**config.mk**
```make
export PLATFORM = sky130hd
export DESIGN_NAME = rms_control
export DESIGN_NICKNAME = d
export VERILOG_FILES = /design/src/rtl/rms_ctrl_pkg.sv /design/src/rtl/rms_ctrl_decode.sv /design/src/rtl/rms_control.sv
export SDC_FILE = /design/constraint.sdc
export NUM_CORES = 1
export LEC_CHECK = 0
export CORE_ASPECT_RATIO = 1.25
export CORE_MARGIN = 2
export CORE_UTILIZATION = 44
export DETAILED_ROUTE_END_ITERATION = 7
export GPL_ROUTABILITY_DRIVEN = 0
export GPL_TIMING_DRIVEN = 0
export PLACE_DENSITY = 0.83
export SETUP_SLACK_MARGIN = 0.15
export SLEW_MARGIN = 25
export SYNTH_ARGS = -nofsm -noshare
export SYNTH_HDL_FRONTEND = slang
export SYNTH_SLANG_ARGS = --single-unit
export TNS_END_PERCENT = 5
```
**constraint.sdc**
```tcl
create_clock -name clk -period 2.3 [get_ports clk]
set_input_delay 0.23 -clock clk [delete_from_list [all_inputs] [get_ports clk]]
set_output_delay 0.23 -clock clk [all_outputs]
set_load 0.1 [all_outputs]
```
**src/rtl/rms_ctrl_pkg.sv**
```systemverilog
// Shared encodings for the register/memory-stage control FSM: opcodes, states,
// mux select codes and the bundled control word.
package rms_ctrl_pkg;

  localparam logic [3:0] OP_ADD  = 4'h0;
  localparam logic [3:0] OP_SUB  = 4'h1;
  localparam logic [3:0] OP_AND  = 4'h2;
  localparam logic [3:0] OP_OR   = 4'h3;
  localparam logic [3:0] OP_LI   = 4'h4;
  localparam logic [3:0] OP_LW   = 4'h5;
  localparam logic [3:0] OP_SW   = 4'h6;
  localparam logic [3:0] OP_MOV  = 4'h7;
  localparam logic [3:0] OP_SLT  = 4'h8;
  localparam logic [3:0] OP_BEQ  = 4'h9;
  localparam logic [3:0] OP_BNE  = 4'hA;
  localparam logic [3:0] OP_J    = 4'hB;
  localparam logic [3:0] OP_JAL  = 4'hC;
  localparam logic [3:0] OP_RET  = 4'hD;
  localparam logic [3:0] OP_NOP  = 4'hE;
  localparam logic [3:0] OP_HALT = 4'hF;

  typedef enum logic [3:0] {
    S_FETCH  = 4'd0,
    S_DECODE = 4'd1,
    S_IMM    = 4'd2,
    S_READ   = 4'd3,
    S_EXEC   = 4'd4,
    S_MEM    = 4'd5,
    S_WB     = 4'd6,
    S_JUMP   = 4'd7,
    S_HALT   = 4'd8
  } state_t;

  localparam logic [1:0] PC_INC    = 2'b00;
  localparam logic [1:0] PC_BRANCH = 2'b01;
  localparam logic [1:0] PC_IMR    = 2'b10;
  localparam logic [1:0] PC_REGA   = 2'b11;

  localparam logic [1:0] RS_IMR  = 2'b00;
  localparam logic [1:0] RS_ALU  = 2'b01;
  localparam logic [1:0] RS_MEM  = 2'b10;
  localparam logic [1:0] RS_REGA = 2'b11;

  localparam logic [1:0] ALU_ADD = 2'b00;
  localparam logic [1:0] ALU_SUB = 2'b01;
  localparam logic [1:0] ALU_AND = 2'b10;
  localparam logic [1:0] ALU_OR  = 2'b11;

  typedef struct packed {
    logic       memReq;
    logic       memWe;
    logic       memSel;
    logic       irWrite;
    logic       imrWrite;
    logic       pcWrite;
    logic [1:0] pcSrc;
    logic [1:0] aluOp;
    logic       regR1;
    logic       regR2;
    logic       regW1;
    logic       regW2;
    logic       writeCr;
    logic       restore;
    logic       cmpEq;
    logic       cmpNe;
    logic [1:0] regSrc;
    logic       saveFc;
    logic       halted;
  } ctrl_t;

endpackage

```
**src/rtl/rms_ctrl_decode.sv**
```systemverilog
// Combinational control-word decode from the current state and latched opcode;
// only the memory-completion and branch-taken strobes look at live inputs.
module rms_ctrl_decode
  import rms_ctrl_pkg::*;
(
  input  state_t     state,
  input  logic [3:0] opQ,
  input  logic       cmpResult,
  input  logic       memReady,
  output ctrl_t      ctrl
);

  always_comb begin
    ctrl = '0;
    case (state)
      S_FETCH: begin
        ctrl.memReq = 1'b1;
        if (memReady) begin
          ctrl.irWrite = 1'b1;
          ctrl.pcWrite = 1'b1;
          ctrl.pcSrc   = PC_INC;
        end
      end
      S_IMM: begin
        ctrl.memReq = 1'b1;
        if (memReady) begin
          ctrl.imrWrite = 1'b1;
          ctrl.pcWrite  = 1'b1;
          ctrl.pcSrc    = PC_INC;
        end
      end
      S_READ: begin
        ctrl.regR1 = 1'b1;
        ctrl.regR2 = 1'b1;
      end
      S_EXEC: begin
        case (opQ)
          OP_ADD, OP_SUB, OP_AND, OP_OR: ctrl.aluOp = opQ[1:0];
          OP_SLT: begin
            // AltB lands in the condition register through write port 1
            ctrl.aluOp   = ALU_SUB;
            ctrl.regW1   = 1'b1;
            ctrl.writeCr = 1'b1;
          end
          OP_BEQ, OP_BNE: begin
            ctrl.cmpEq = (opQ == OP_BEQ);
            ctrl.cmpNe = (opQ == OP_BNE);
            if (cmpResult) begin
              ctrl.pcWrite = 1'b1;
              ctrl.pcSrc   = PC_BRANCH;
            end
          end
          OP_LW, OP_SW: ctrl.aluOp = ALU_ADD;
          OP_RET: begin
            ctrl.restore = 1'b1;
            ctrl.pcWrite = 1'b1;
            ctrl.pcSrc   = PC_REGA;
          end
          default: ;
        endcase
      end
      S_MEM: begin
        ctrl.memReq = 1'b1;
        ctrl.memSel = 1'b1;
        ctrl.memWe  = (opQ == OP_SW);
      end
      S_WB: begin
        ctrl.regW2 = 1'b1;
        case (opQ)
          OP_LI:   ctrl.regSrc = RS_IMR;
          OP_LW:   ctrl.regSrc = RS_MEM;
          OP_MOV:  ctrl.regSrc = RS_REGA;
          default: ctrl.regSrc = RS_ALU;
        endcase
      end
      S_JUMP: begin
        ctrl.pcWrite = 1'b1;
        ctrl.pcSrc   = PC_IMR;
        ctrl.saveFc  = (opQ == OP_JAL);
      end
      S_HALT: ctrl.halted = 1'b1;
      default: ;
    endcase
  end

endmodule

```
**src/rtl/rms_control.sv**
```systemverilog
// Multicycle control FSM for the register/memory stage and its req/ready memory
// port: state and opcode registers, next-state logic, and reset-gated outputs.
module rms_control
  import rms_ctrl_pkg::*;
#(
  parameter int OP_W    = 4,
  parameter int CR_ADDR = 57
) (
  input  logic            clk,
  input  logic            reset,
  input  logic [OP_W-1:0] op,
  input  logic            cmp_result,
  input  logic            mem_ready,
  output logic            mem_req,
  output logic            mem_we,
  output logic            mem_sel,
  output logic            IRWrite,
  output logic            ImRWrite,
  output logic            PCWrite,
  output logic [1:0]      PCsrc,
  output logic [1:0]      ALUop,
  output logic            RegR1,
  output logic            RegR2,
  output logic            RegW1,
  output logic            RegW2,
  output logic            writeCR,
  output logic            restore,
  output logic            cmpeq,
  output logic            cmpne,
  output logic [1:0]      Regsrc,
  output logic            save_fc,
  output logic            halted,
  output logic [3:0]      state
);

  // The CR index lives in the datapath; it is only sanity-checked here.
  if (OP_W != 4 || CR_ADDR < 0) begin : gBadParams
    $error("rms_control: OP_W must be 4 and CR_ADDR non-negative");
  end

  state_t          stateQ;
  state_t          stateNext;
  logic [OP_W-1:0] opQ;
  ctrl_t           dec;
  ctrl_t           ctrl;

  always_ff @(posedge clk) begin
    if (reset) begin
      stateQ <= S_FETCH;
      opQ    <= '0;
    end else begin
      stateQ <= stateNext;
      if (stateQ == S_DECODE) opQ <= op;
    end
  end

  always_comb begin
    stateNext = S_FETCH;
    case (stateQ)
      S_FETCH: stateNext = mem_ready ? S_DECODE : S_FETCH;
      S_DECODE: begin
        case (op)
          OP_LI, OP_J, OP_JAL: stateNext = S_IMM;
          OP_HALT:             stateNext = S_HALT;
          OP_NOP:              stateNext = S_FETCH;
          default:             stateNext = S_READ;
        endcase
      end
      S_IMM: begin
        if (!mem_ready)        stateNext = S_IMM;
        else if (opQ == OP_LI) stateNext = S_WB;
        else                   stateNext = S_JUMP;
      end
      S_READ: stateNext = S_EXEC;
      S_EXEC: begin
        case (opQ)
          OP_ADD, OP_SUB, OP_AND, OP_OR, OP_MOV: stateNext = S_WB;
          OP_LW, OP_SW:                          stateNext = S_MEM;
          default:                               stateNext = S_FETCH;
        endcase
      end
      S_MEM: begin
        if (!mem_ready)        stateNext = S_MEM;
        else if (opQ == OP_LW) stateNext = S_WB;
        else                   stateNext = S_FETCH;
      end
      S_HALT:  stateNext = S_HALT;
      default: stateNext = S_FETCH;
    endcase
  end

  rms_ctrl_decode uDecode (
    .state     (stateQ),
    .opQ       (opQ),
    .cmpResult (cmp_result),
    .memReady  (mem_ready),
    .ctrl      (dec)
  );

  // Reset gates every output combinationally so an in-flight request drops at once.
  always_comb begin
    ctrl  = reset ? '0 : dec;
    state = reset ? 4'd0 : stateQ;
  end

  assign mem_req  = ctrl.memReq;
  assign mem_we   = ctrl.memWe;
  assign mem_sel  = ctrl.memSel;
  assign IRWrite  = ctrl.irWrite;
  assign ImRWrite = ctrl.imrWrite;
  assign PCWrite  = ctrl.pcWrite;
  assign PCsrc    = ctrl.pcSrc;
  assign ALUop    = ctrl.aluOp;
  assign RegR1    = ctrl.regR1;
  assign RegR2    = ctrl.regR2;
  assign RegW1    = ctrl.regW1;
  assign RegW2    = ctrl.regW2;
  assign writeCR  = ctrl.writeCr;
  assign restore  = ctrl.restore;
  assign cmpeq    = ctrl.cmpEq;
  assign cmpne    = ctrl.cmpNe;
  assign Regsrc   = ctrl.regSrc;
  assign save_fc  = ctrl.saveFc;
  assign halted   = ctrl.halted;

endmodule
```
==> results.md, run 1 <==
- Crit path DAT: 1.93 ns
- Die Area: between 0.002 and 0.0025 mm²
- Hold Slack: roughly 0.48 ns
- FP Rows: 16
- Launch point of the worst path: stateQ[3]
- I/O Pins: 34
- Vias: approximately 920
- GRT Total Usage: 0.220
- Post-Synth XOR/XNOR Area: 0
- First-pass GRT wire length: 3730 µm
- Post-synthesis sequential area ratio: 0.207
- CP endpoint: ALUop[1]
- Layout Skew: a little under 0.004 ns
- CTS tree: done
- Mux cell area share after synthesis: 0.0792
- Largest vdd supply drop: ~0.46 mV
- Max cap viols: 0
- Ys Warns: 0
- Met1 WL: ~1000 µm
- Tmin final: between 2 and 2.5 ns
- Pleak: between 0.4 and 0.5 nW
- Synthesis-to-finish area growth: 58.0%
- ANT cells: 0
- Largest family of logic cells by synthesized area: simple AND/OR/NAND/NOR gates
- Mean Syn Cell Area: ~7.0 µm²
- DR WL/cell: 14.0 µm
- Worst setup EP type: output pin
- Yosys reg bits: 8
- Drt first pass iters: 4
- Adder-Cell Fraction of Synth Area: 0
- Worst-skew pair later-pin latency: 0.25 ns
- Slowest-stage cell, CP: or3b_1
- Largest net degree at the start of global routing: 11
- Pwr Density: slightly below 500 mW/mm²
- Final HPWL DP: between 1500 and 2000 µm
- Total grt overflow: 0
- Detailed route wirelength on metal2: 1240 µm
- Layout cell share with drive strength beyond 1: 0.367
- Top sig layer: met4
- Met3 routed WL: 85 µm
- # port buffers: 33
- H-tree depth: 1
- Clk buf depth: 2
- Setup slack, reg-to-reg: 0.66 ns
- Crit-path max FO: 7
- Final ANT Viol Nets: 0
- Vias in the first global route: roughly 900
- Fmax: between 400 and 500 MHz
- Startpoint Class: register
- CP cell instances: or3b_1, buf_6, or3_4, nor3b_4, buf_12
- Design Area, Final: roughly 0.0012 mm²
- DRC: 0
- 1st-iter DRT viols: 13
- Net Count, Synth: 119
- Placed inst area: ~0.0012 mm²
- Clk pin slew, worst setup/hold paths: 0.05 ns
- Final wirelength: roughly 2300 µm
- Worst-margin pin slew: 0.552 ns
- Worst endpoint required time: between 2 and 2.5 ns
- Compound-Gate Fraction of Synth Area: 0.165
- Min-Delay Path Class: primary input to register
- Vias/cell: around 5.6
- Starting Density: 0.484
- Critical Path Stages: 5
- Antenna violations before repair: 0
- Mapped cell area: ~770 µm²
- Reg2Reg Capture Point: stateQ[1]
- Worst path max stage delay: about 0.38 ns
- Core Area: 0.00160 mm²
- Worst reg2reg startpoint: opQ[2]
- Final setup violation count: 0
- Max Slew Vio Count: 0
- Setup TNS: 0 ns
- DIE WIDTH: around 42 µm
- Util after Layout: 0.764
- Status: finished clean
- Die H: slightly above 50 µm
- Nets@finish: about 160
- Synth unique cells: 35
- Critical path type: register to output pin
- Mapped Cells: 111
- Largest delay share family, worst path: simple AND/OR/NAND/NOR gates
- Final worst path period share: 0.940
- Clk root buf: clkbuf_4
- Worst path bufs/invs: 2
- Final Hold Viols: 0
- Post-synthesis simple-gate area fraction: 0.468
- TritonCTS Sinks: 8
- RSZ-0062 raised after global routing: yes
- Inserted Clock Buffers: 3
- Slew margin rel.: 0.634
- Worst reg-to-reg path cell count: 5
## layer usage
metal	up-vias	global-route usage
met5	-	0
met4	0	0.0753
met3	2	0.0106
met2	27	0.424
met1	428	0.253
li1	464	-
## per-stage QoR
stage	total power, mW	instances	setup slack (ns)
global placement	0.498	162	-1.01
detailed placement	0.504	162	-1.04
CTS	0.608	165	-0.0234
global route	0.635	165	0.0482
floorplan	0.426	111	-0.387
finish	0.605	165	0.138
## Yosys cell counts (all sizes together)
cell / instances / area (µm²)
nor2: 19 / 71.3
clkbuf: 8 / 30.0
dfxtp: 8 / 160
nand2b: 8 / 50.1
nor3: 8 / 45.0
nor2b: 7 / 43.8
o21ai: 7 / 35.0
buf: 5 / 28.8
mux2i: 5 / 50.1
nand2: 4 / 15.0
nand3: 4 / 20.0
and3: 3 / 18.8
nor4: 3 / 18.8
a2111oi: 2 / 23.8
a21oi: 2 / 10.0
nand4b: 2 / 17.5
nor4b: 2 / 23.8
o21a: 2 / 15.0
a211oi: 1 / 7.51
a21o: 1 / 7.51
a221oi: 1 / 8.76
a31oi: 1 / 6.26
inv: 1 / 3.75
mux2: 1 / 11.3
nor3b: 1 / 12.5
o21bai: 1 / 7.51
o22ai: 1 / 6.26
or2: 1 / 6.26
or3: 1 / 11.3
or3b: 1 / 8.76
## flip-flops by register name (all words and copies together) (netlist names)
| name | flops |
|---|---|
| opQ | 4 |
| stateQ | 4 |
## worst min path at each step
stage	startpoint	endpoint	slack, ns	cells past startpoint
floorplan	reset	stateQ[3]	0.31	1
global placement	stateQ[3]	stateQ[3]	0.52	2
detailed placement	stateQ[3]	stateQ[3]	0.54	2
CTS	reset	stateQ[3]	0.47	2
global route	reset	stateQ[3]	0.52	2
finish	reset	stateQ[3]	0.48	2
## cell families after synthesis
kind of cell	Yosys count
muxes	6
AOI/OAI and AO/OA	19
DFF	8
buffers and inverters	14
and+or+nand+nor	64
## cell type report
class,count,area (µm²)
Clock buffer,3,22.5
Tap cell,18,22.5
Fill cell,141,378
Inverter,1,3.75
Sequential cell,8,163
Timing Repair Buffer,33,309
Buffer,13,68.8
Multi-Input combinational cell,89,634
## power by group
group,internal [mW],total [mW],switching [mW]
clock network,0.0594,0.102,0.0430
registers,0.154,0.162,0.00828
logic,0.100,0.340,0.240
## layout by cell type, fill, tap and decap left out, drive strengths merged
cell,netlist,final
dlygate4sd2,0,1
clkbuf,8,12
a21oi,2,2
nor2b,7,7
or3b,1,1
nor3,8,8
nor4b,2,2
clkdlybuf4s50,0,6
a2111oi,2,2
o21a,2,2
o21bai,1,1
mux2,1,1
nor3b,1,1
dfxtp,8,8
mux2i,5,5
a221oi,1,1
a31oi,1,1
or2,1,1
nand2,4,4
or3,1,1
o21ai,7,7
buf,5,20
a211oi,1,1
nand3,4,4
a21o,1,1
nand4b,2,2
nor4,3,3
clkdlybuf4s15,0,10
nand2b,8,8
o22ai,1,1
nor2,19,19
and3,3,3
inv,1,1
## timing repair
action	4_1_cts	5_1_grt
resized for setup	130	2
pin swaps	2	0
hold endpoints to repair	0	0
endpoints found under the setup margin	26	16
buffers inserted	0	0
hold buffers	0	0
Power figures use the tool's default switching activity.
==> run 2: changes to the inputs <==
Settings changed: PLACE_DENSITY 0.83 to 0.88.
==> run 2 against run 1 <==
Non-clock buffer count unchanged. Register-to-register slack worse by 0.05 ns. Combinational power down 1%. Design area up 1.6%. Critical path depth unchanged. Die area unchanged. First-iteration DRC count unchanged. Hold slack worse by 0.028 ns. Highest routed layer unchanged.
==> results.md, run 2 (synthesis results as in run 1) <==
- Drt first pass iters: 4
- Setup WS pre-CTS: -1.02 ns
- Worst-skew pair later-pin latency: about 0.25 ns
- FP Rows: 16
- Pleak: around 0.47 nW
- Largest vdd supply drop: 0.383 mV
- Layout cell share with drive strength beyond 1: 0.367
- H-tree depth: 1
- Clk buf depth: 2
- Setup bufs post-CTS: 0
- Inserted Clock Buffers: 3
- Layout Skew: ~0.0010 ns
- P_int: 0.313 mW
- Commonest non-fill, non-tap cells in the layout: nor2_1, clkdlybuf4s15_2, nand2b_1
- Slew margin rel.: 0.635
- Tmin final: around 2.2 ns
- CP cell instances: or3b_1, buf_6, or3_4, nor3b_4, buf_12
- Fillers: ~130
- Crit-path max FO: 7
- GRT Total Usage: 0.222
- Core Area: 0.00160 mm²
- Largest delay share family, worst path: simple AND/OR/NAND/NOR gates
- Util after Layout: 0.777
- Worst path max stage delay: roughly 0.4 ns
- DRC: 0
- Worst endpoint required time: around 2.1 ns
- Final worst path period share: 0.941
- Die H: between 50 and 60 µm
- Largest net degree at the start of global routing: 11
- Net Sw Power: around 0.29 mW
- Vias: between 900 and 1000
- Synthesis-to-finish area growth: 60.6%
- Vias in the first global route: about 860
- DIE WIDTH: ~42 µm
- Switching share of power: 0.484
- Final Hold Viols: 0
- First-pass GRT wire length: 3750 µm
- Regs by FF count: opQ (4), stateQ (4)
- Die Area: 0.00211 mm²
- # port buffers: 33
- Final wirelength: roughly 2300 µm
- Slowest-stage cell, CP: or3_4
- Worst path bufs/invs: 2
- Max Slew Vio Count: 0
- 1st-iter DRT viols: 13
- Placed cells: approximately 160
- ANT cells: 0
- Min-Delay Path Class: primary input to register
- RSZ-0062 raised after global routing: yes
- Final HPWL DP: ~1700 µm
- Comb power frac: 0.555
- Total grt overflow: 0
- Clk root buf: clkbuf_4
- Starting Density: 0.484
- I/O Pins: 34
- Worst-margin pin slew: between 0.5 and 0.6 ns
- Pwr Density: between 400 and 500 mW/mm²
- Status: finished clean
- CTS tree: done
- Fmax: around 460 MHz
- Crit path DAT: between 1.5 and 2 ns
- Vias/cell: roughly 5.7
- Clk pwr share: 0.175
- Final setup violation count: 0
- Final ANT Viol Nets: 0
- Clk pin slew, worst setup/hold paths: roughly 0.050 ns
- DR WL/cell: around 14 µm
- Startpoint Class: register
- Max cap viols: 0
- Final Non-Filler Cells: approximately 170
- Antenna violations before repair: 0
- TritonCTS Sinks: 8
- Nets@finish: around 160
- Setup ws final: roughly 0.13 ns
- Commonest non-fill, non-tap cell in the layout: nor2_1
- Seq pwr share: 0.270
- Worst setup EP type: output pin
- Critical path type: register to output pin
-- run 2: changes by cell type in the layout (fill, tap and decap cells not counted), sizes merged --
cell / delta
clkdlybuf4s15: -1
buf: +1
clkbuf: -1
clkdlybuf4s18: +1
-- run 2: worst paths after layout --
kind              from        end  slack [ns]  depth (start not counted)
min reg2reg  stateQ[3]  stateQ[3]        0.56                          2
min              reset  stateQ[3]        0.46                          2
max reg2reg     opQ[2]  stateQ[2]        0.61                          5
max          stateQ[2]   ALUop[1]        0.13                          5
-- run 2: through the flow --
stage,setup TNS (ns),hold slack (ns),cell area (µm²),total power [mW]
2_1_floorplan,-2.82,0.313,857,0.426
3_3_place_gp,-14.28,0.521,1210,0.497
3_5_place_dp,-14.45,0.531,1210,0.501
4_1_cts,0,0.453,1240,0.607
5_1_grt,0,0.473,1240,0.643
6_report,0,0.455,1240,0.606
-- run 2: area by class of cell --
type	instances	area (µm²)	share of cell area
buffer	13	68.8	0.0553
clock buffer	3	22.5	0.0181
sequential	8	161	0.130
timing repair buffer	33	325	0.262
multi-input combinational	89	639	0.514
inverter	1	3.75	0.00302
tap	18	22.5	0.0181
-- run 2: power groups by stage --
stage	clock network [mW]	registers (mW)	logic [mW]
6_report	0.106	0.164	0.336
5_1_grt	0.123	0.165	0.355
4_1_cts	0.111	0.163	0.333
3_5_place_dp	0	0.165	0.336
3_3_place_gp	0	0.164	0.333
2_1_floorplan	0	0.162	0.263
-- run 2: metal layers --
metal / global-route usage / vias to the layer above / routed length, µm
met3: 0.0318 / 7 / 43
li1: - / 467 / -
met5: 0 / - / 0
met1: 0.262 / 449 / 994
met4: 0.0968 / 0 / 49
met2: 0.396 / 21 / 1210
-- run 2: timing repair --
action / in CTS / in global routing
hold buffers: 0 / 0
gates resized for setup: 134 / 5
pin swaps: 1 / 3
endpoints found under the setup margin: 26 / 19
